File: src/rtl/down_counter_timer_if.sv
`default_nettype none
// ============================================================================
// Module      : down_counter_timer_if
// Description : Control/status bundle for the loadable down-counter/timer.
//               The controller side drives the commands, the timer answers
//               with its count and status.
// Revision    : 1.0 - initial release
// ============================================================================
interface down_counter_timer_if #(
  parameter int WIDTH = 8
);
  logic             load;
  logic [WIDTH-1:0] load_val;
  logic             start;
  logic             pause;
  logic             auto_reload;
  logic [WIDTH-1:0] count;
  logic             busy;
  logic             done;
  logic [7:0]       done_cnt;

  // Controller side: issues commands, observes status
  modport master (
    output load, load_val, start, pause, auto_reload,
    input  count, busy, done, done_cnt
  );

  // Timer side: accepts commands, reports status
  modport slave (
    input  load, load_val, start, pause, auto_reload,
    output count, busy, done, done_cnt
  );
endinterface
`default_nettype wire

File: src/rtl/down_counter_timer.sv
`default_nettype none
// ============================================================================
// Module      : down_counter_timer
// Description : Loadable down-counter/timer. Counts a programmed value down
//               to zero and emits a one-cycle done pulse, optionally
//               reloading for periodic ticks. Control priority per edge is
//               load > start > pause.
// Revision    : 1.0 - initial release
// ============================================================================
module down_counter_timer #(
  parameter int WIDTH = 8
) (
  input  wire logic             clk,
  input  wire logic             rst,
  down_counter_timer_if.slave   bus
);

  typedef enum logic [1:0] {
    ST_IDLE = 2'd0,
    ST_RUN  = 2'd1,
    ST_HOLD = 2'd2,
    ST_DONE = 2'd3
  } state_t;

  localparam logic [WIDTH-1:0] c_zero = '0;
  localparam logic [WIDTH-1:0] c_one  = WIDTH'(1);

  state_t           r_state;
  logic [WIDTH-1:0] r_count;
  logic [WIDTH-1:0] r_reload;
  logic             r_done;
  logic [7:0]       r_done_cnt;

  // Timer state machine: load aborts everything, otherwise per-state control
  always_ff @(posedge clk or posedge rst) begin
    if (rst) begin
      r_state    <= ST_IDLE;
      r_count    <= c_zero;
      r_reload   <= c_zero;
      r_done     <= 1'b0;
      r_done_cnt <= 8'd0;
    end else begin
      // done is a strobe: only the terminal-count branches raise it
      r_done <= 1'b0;
      if (bus.load) begin
        r_reload   <= bus.load_val;
        r_count    <= bus.load_val;
        r_done_cnt <= 8'd0;
        r_state    <= ST_IDLE;
      end else begin
        case (r_state)
          ST_IDLE: begin
            if (bus.start) begin
              if (r_count != c_zero) begin
                r_state <= ST_RUN;
              end else begin
                // Zero-length run terminates immediately
                r_state    <= ST_DONE;
                r_done     <= 1'b1;
                r_done_cnt <= r_done_cnt + 8'd1;
              end
            end
          end
          ST_RUN: begin
            if (bus.pause) begin
              r_state <= ST_HOLD;
            end else if (r_count > c_one) begin
              r_count <= r_count - c_one;
            end else begin
              // Terminal count; auto_reload matters only here
              r_done     <= 1'b1;
              r_done_cnt <= r_done_cnt + 8'd1;
              if (bus.auto_reload && (r_reload != c_zero)) begin
                // Skip the zero value so the period equals the reload value
                r_count <= r_reload;
              end else begin
                r_count <= c_zero;
                r_state <= ST_DONE;
              end
            end
          end
          ST_HOLD: begin
            // Leaving HOLD costs one edge; decrementing resumes after it
            if (!bus.pause) begin
              r_state <= ST_RUN;
            end
          end
          ST_DONE: begin
            if (bus.start) begin
              if (r_reload != c_zero) begin
                r_count <= r_reload;
                r_state <= ST_RUN;
              end else begin
                r_count    <= c_zero;
                r_done     <= 1'b1;
                r_done_cnt <= r_done_cnt + 8'd1;
              end
            end else begin
              r_count <= c_zero;
            end
          end
          default: begin
            r_state <= ST_IDLE;
          end
        endcase
      end
    end
  end

  assign bus.count    = r_count;
  assign bus.busy     = (r_state == ST_RUN) || (r_state == ST_HOLD);
  assign bus.done     = r_done;
  assign bus.done_cnt = r_done_cnt;

endmodule
`default_nettype wire

File: src/flat_wrapper.sv
// flat-port wrapper written by rule: the top's interface ports become plain ports
module down_counter_timer_flat 
#(
  parameter int WIDTH = 8
)
  (clk, rst, bus_load, bus_load_val, bus_start, bus_pause, bus_auto_reload, bus_count, bus_busy, bus_done, bus_done_cnt);
  down_counter_timer_if #(.WIDTH(WIDTH)) bus_i ();
  input  wire logic clk;
  input  wire logic rst;
  input wire logic [$bits(bus_i.load)-1:0] bus_load;
  input wire logic [$bits(bus_i.load_val)-1:0] bus_load_val;
  input wire logic [$bits(bus_i.start)-1:0] bus_start;
  input wire logic [$bits(bus_i.pause)-1:0] bus_pause;
  input wire logic [$bits(bus_i.auto_reload)-1:0] bus_auto_reload;
  output wire logic [$bits(bus_i.count)-1:0] bus_count;
  output wire logic [$bits(bus_i.busy)-1:0] bus_busy;
  output wire logic [$bits(bus_i.done)-1:0] bus_done;
  output wire logic [$bits(bus_i.done_cnt)-1:0] bus_done_cnt;
  assign bus_i.load = bus_load;
  assign bus_i.load_val = bus_load_val;
  assign bus_i.start = bus_start;
  assign bus_i.pause = bus_pause;
  assign bus_i.auto_reload = bus_auto_reload;
  assign bus_count = bus_i.count;
  assign bus_busy = bus_i.busy;
  assign bus_done = bus_i.done;
  assign bus_done_cnt = bus_i.done_cnt;
  down_counter_timer #(.WIDTH(WIDTH)) u_core (.clk(clk), .rst(rst), .bus(bus_i));
endmodule
File: config.mk
export PLATFORM = sky130hd
export DESIGN_NAME = down_counter_timer_flat
export DESIGN_NICKNAME = d
export VERILOG_FILES = /design/src/rtl/down_counter_timer_if.sv /design/src/rtl/down_counter_timer.sv /design/src/flat_wrapper.sv
export SDC_FILE = /design/constraint.sdc
export NUM_CORES = 1
export LEC_CHECK = 0
export BUFFER_PORTS_ARGS = -buffer_cell sky130_fd_sc_hd__buf_2
export CAP_MARGIN = 20
export CORE_UTILIZATION = 30
export CTS_BUF_LIST = sky130_fd_sc_hd__clkbuf_8
export DETAILED_ROUTE_END_ITERATION = 7
export PLACE_DENSITY = 0.53
export SLEW_MARGIN = 20
export SYNTH_ARGS = -nofsm -noshare
export SYNTH_HDL_FRONTEND = slang
export SYNTH_SLANG_ARGS = --single-unit
File: constraint.sdc
create_clock -name clk -period 4.2 [get_ports clk]
set_input_delay 0.84 -clock clk [delete_from_list [all_inputs] [get_ports clk]]
set_output_delay 0.84 -clock clk [all_outputs]
set_load 0.02 [all_outputs]
==> qor.csv <==
metric;value;unit
run_status;finished, final reports clean;
grt_pass1_wl;7.307;mm
timing.critical_path.from;u_core.bus.count[0];
postSynthAreaPerCell;8.701;sq um
detail_route.wirelength;4.176;mm
post_synth_instance_area;1714;sq um
cts_sinks;27;
clkTransAtPathRegs;100;ps
setup-violations-final;0;
drc;0;
critPathRequiredTime;4400;ps
track_usage;15.32;%
synth-async-reset-ratio;100.0;%
synth-edff-count;0;
placed_cells_incl_taps;295;
detail_route.vias_per_cell;5.070;
first_global_vias;1477;
top_layer;met4;
synth_cell_types;45;
total_power;1.034;mW
synth.largest_area_cell;dfrtp_1;
detail_route.wirelength.met1;2.102;mm
cts_hold_buffers;0;
min_period;2575;ps
syn_nets;220;
cts_setup_buffers;0;
max-vdd-ir-drop;163.7;uV
antenna_violating_nets_post_route;0;
slew-limit-headroom;62.01;%
yosys_warnings;0;
fin_crit_sh;61.31;%
io_pins;32;
worst_setup_path_start_kind;flip-flop;
yosys-top-cells-area;dfrtp_1 39%, ha_1 6.6%, nand2_1 5.0%;
met2_routed_wirelength;1.931;mm
total_of_cells_resized_after_clock_tree_synthesis;0;
die_area;6020;sq um
die_y;77.59;um
rsz0062_at_grt;no;
fmax;388.4;MHz
syn_inst;197;
crit_fanout;13;
drive_above_1_share;17.18;%
cts_buffers;3;
max_cap_violations;0;
number_of_nets_in_the_layout;251;
clk_latency;280;ps
initial_core_util;31.13;%
cp.arrival;2780;ps
num_vias;1516;
power.density;520.5;nW/um^2
n_antenna_cell;0;
cts_tree;done;
final.setup_skew;7.044;ps
r2r_setup_slack;1630;ps
post-dp-hpwl;3.156;mm
routed-wl-met3;117;um
placement_rows;27;
synth.ff_latch_count;27;
totalNegativeSetupSlack;0;ps
sequential_fraction_of_the_synthesis_area;39.42;%
ctsLongestPathBuffers;2;
critPathKind;flip-flop to flip-flop;
first_iter_violations;65;
worst-slew-pin-transition;564.7;ps
finalCoreUtilization;36.06;%
finalHoldViolations;0;
worstHoldPathType;primary input to asynchronous set/reset pin;
leakagePower;0.8936;nW
grt_total_ovfl;0;
gp_congestion;0.7818;
cts_htree_levels;1;
critical_path.reg2reg.startpoint;u_core.bus.count[0];
pin_count_of_the_biggest_net_entering_global_routing;36;
post-synth-top-area-fraction;39.42;%
timing_max_transition_violations_final;0;
category_of_the_worst_setup_path_capture_point;flip-flop;
antenna_violations_before_repair;0;
instances_no_fill;299;
detailedRoute.firstPassIterationCount;4;
die_w;77.59;um
area_growth_syn_to_layout;15.84;%
core-area;5507;sq um
ctsRootBufferMaster;clkbuf_8;
place.port_buffers;31;
wl_per_cell;13.97;um
postSynth.topFlopCell;dfrtp_1;
-- state kept, by name (all words and copies together) (netlist names) --
register and cells:
u_core.bus.done_cnt 8, u_core.r_state 2, u_core.bus.count 8, u_core.r_reload 8
u_core.bus.done 1
-- stage by stage --
stage	setup slack (ps)	hold WS, ps	area, sq um
floorplan	1922	465.6	1714
global placement	1735	503.2	1941
detailed placement	1679	494.5	1941
CTS	1640	509.6	1986
global route	1496	508.1	1986
finish	1625	490.9	1986
-- layout by cell type (no fill, tap or decap), types with 5 or more instances in the layout --
cell type / netlist / routed
nor2b_1: 7 / 7
nand2b_1: 9 / 9
a21oi_1: 10 / 10
or3_1: 5 / 5
inv_1: 10 / 11
o21ai_0: 11 / 11
nand2_1: 23 / 23
nand3_1: 7 / 7
ha_1: 9 / 9
dfrtp_1: 27 / 27
buf_2: 0 / 31
nor2_1: 15 / 15
-- worst max-delay path: stages (launching register included) --
cell      delay [ps]
dfrtp_1          470
inv_1            130
ha_1             280
or2_2            180
nand3_2          120
a2111o_1         610
or4_1            550
a21oi_1          150
-- kinds of logic (layout without fill, tap and decap cells) --
kind of cell,after synthesis,in the layout,synth area share [%]
compound gates,53,53,20.44
fa+ha+maj,9,9,6.569
buf+inv,16,46,3.723
xor+xnor,5,5,2.555
mux,2,2,1.241
flops,27,27,39.42
simple gates,85,85,26.06
-- final cells by class --
type | instances | area [sq um]
Sequential cell | 27 | 675.6
Fill cell | 581 | 3521
Inverter | 10 | 37.54
Multi-Input combinational cell | 154 | 974.7
Clock buffer | 3 | 41.29
Clock inverter | 1 | 3.754
Timing Repair Buffer | 32 | 162.7
Tap cell | 72 | 90.09
-- synthesized netlist by cell type (all sizes together), types with 2 or more instances --
cell,count
and3,2
clkbuf,5
inv,10
nor2,15
o21ai,11
nand4,2
nand3,8
o21a,2
ha,9
o22ai,3
nor3,4
a31oi,4
xor2,2
nand2,23
a21oi,10
or3,5
nor4,4
o22a,3
nor2b,7
a21o,2
o31ai,4
or4,2
o21bai,2
a21boi,2
dfrtp,27
nand2b,9
xnor2,3
o211ai,2
-- routing by layer --
layer	GRT usage (%)	up-vias
met5	0	-
met4	4.528	0
met3	2.118	3
met2	23.81	22
met1	21.91	723
li1	-	768
-- power breakdown --
part | internal, mW | switching (mW) | leakage (nW)
clock network | 0.0658 | 0.0860 | 0.0269
logic | 0.186 | 0.291 | 0.528
registers | 0.314 | 0.0910 | 0.339
-- final timing paths --
kind,to,cells past startpoint
min in group clk,u_core.r_reload[1],2
max reg2reg,u_core.bus.done_cnt[7],7
min,u_core.r_reload[7],2
max in group asynchronous,u_core.r_reload[0],3
max,u_core.bus.done_cnt[7],7
min reg2reg,u_core.r_reload[1],2
No activity file was read; power rests on OpenSTA's default activity.
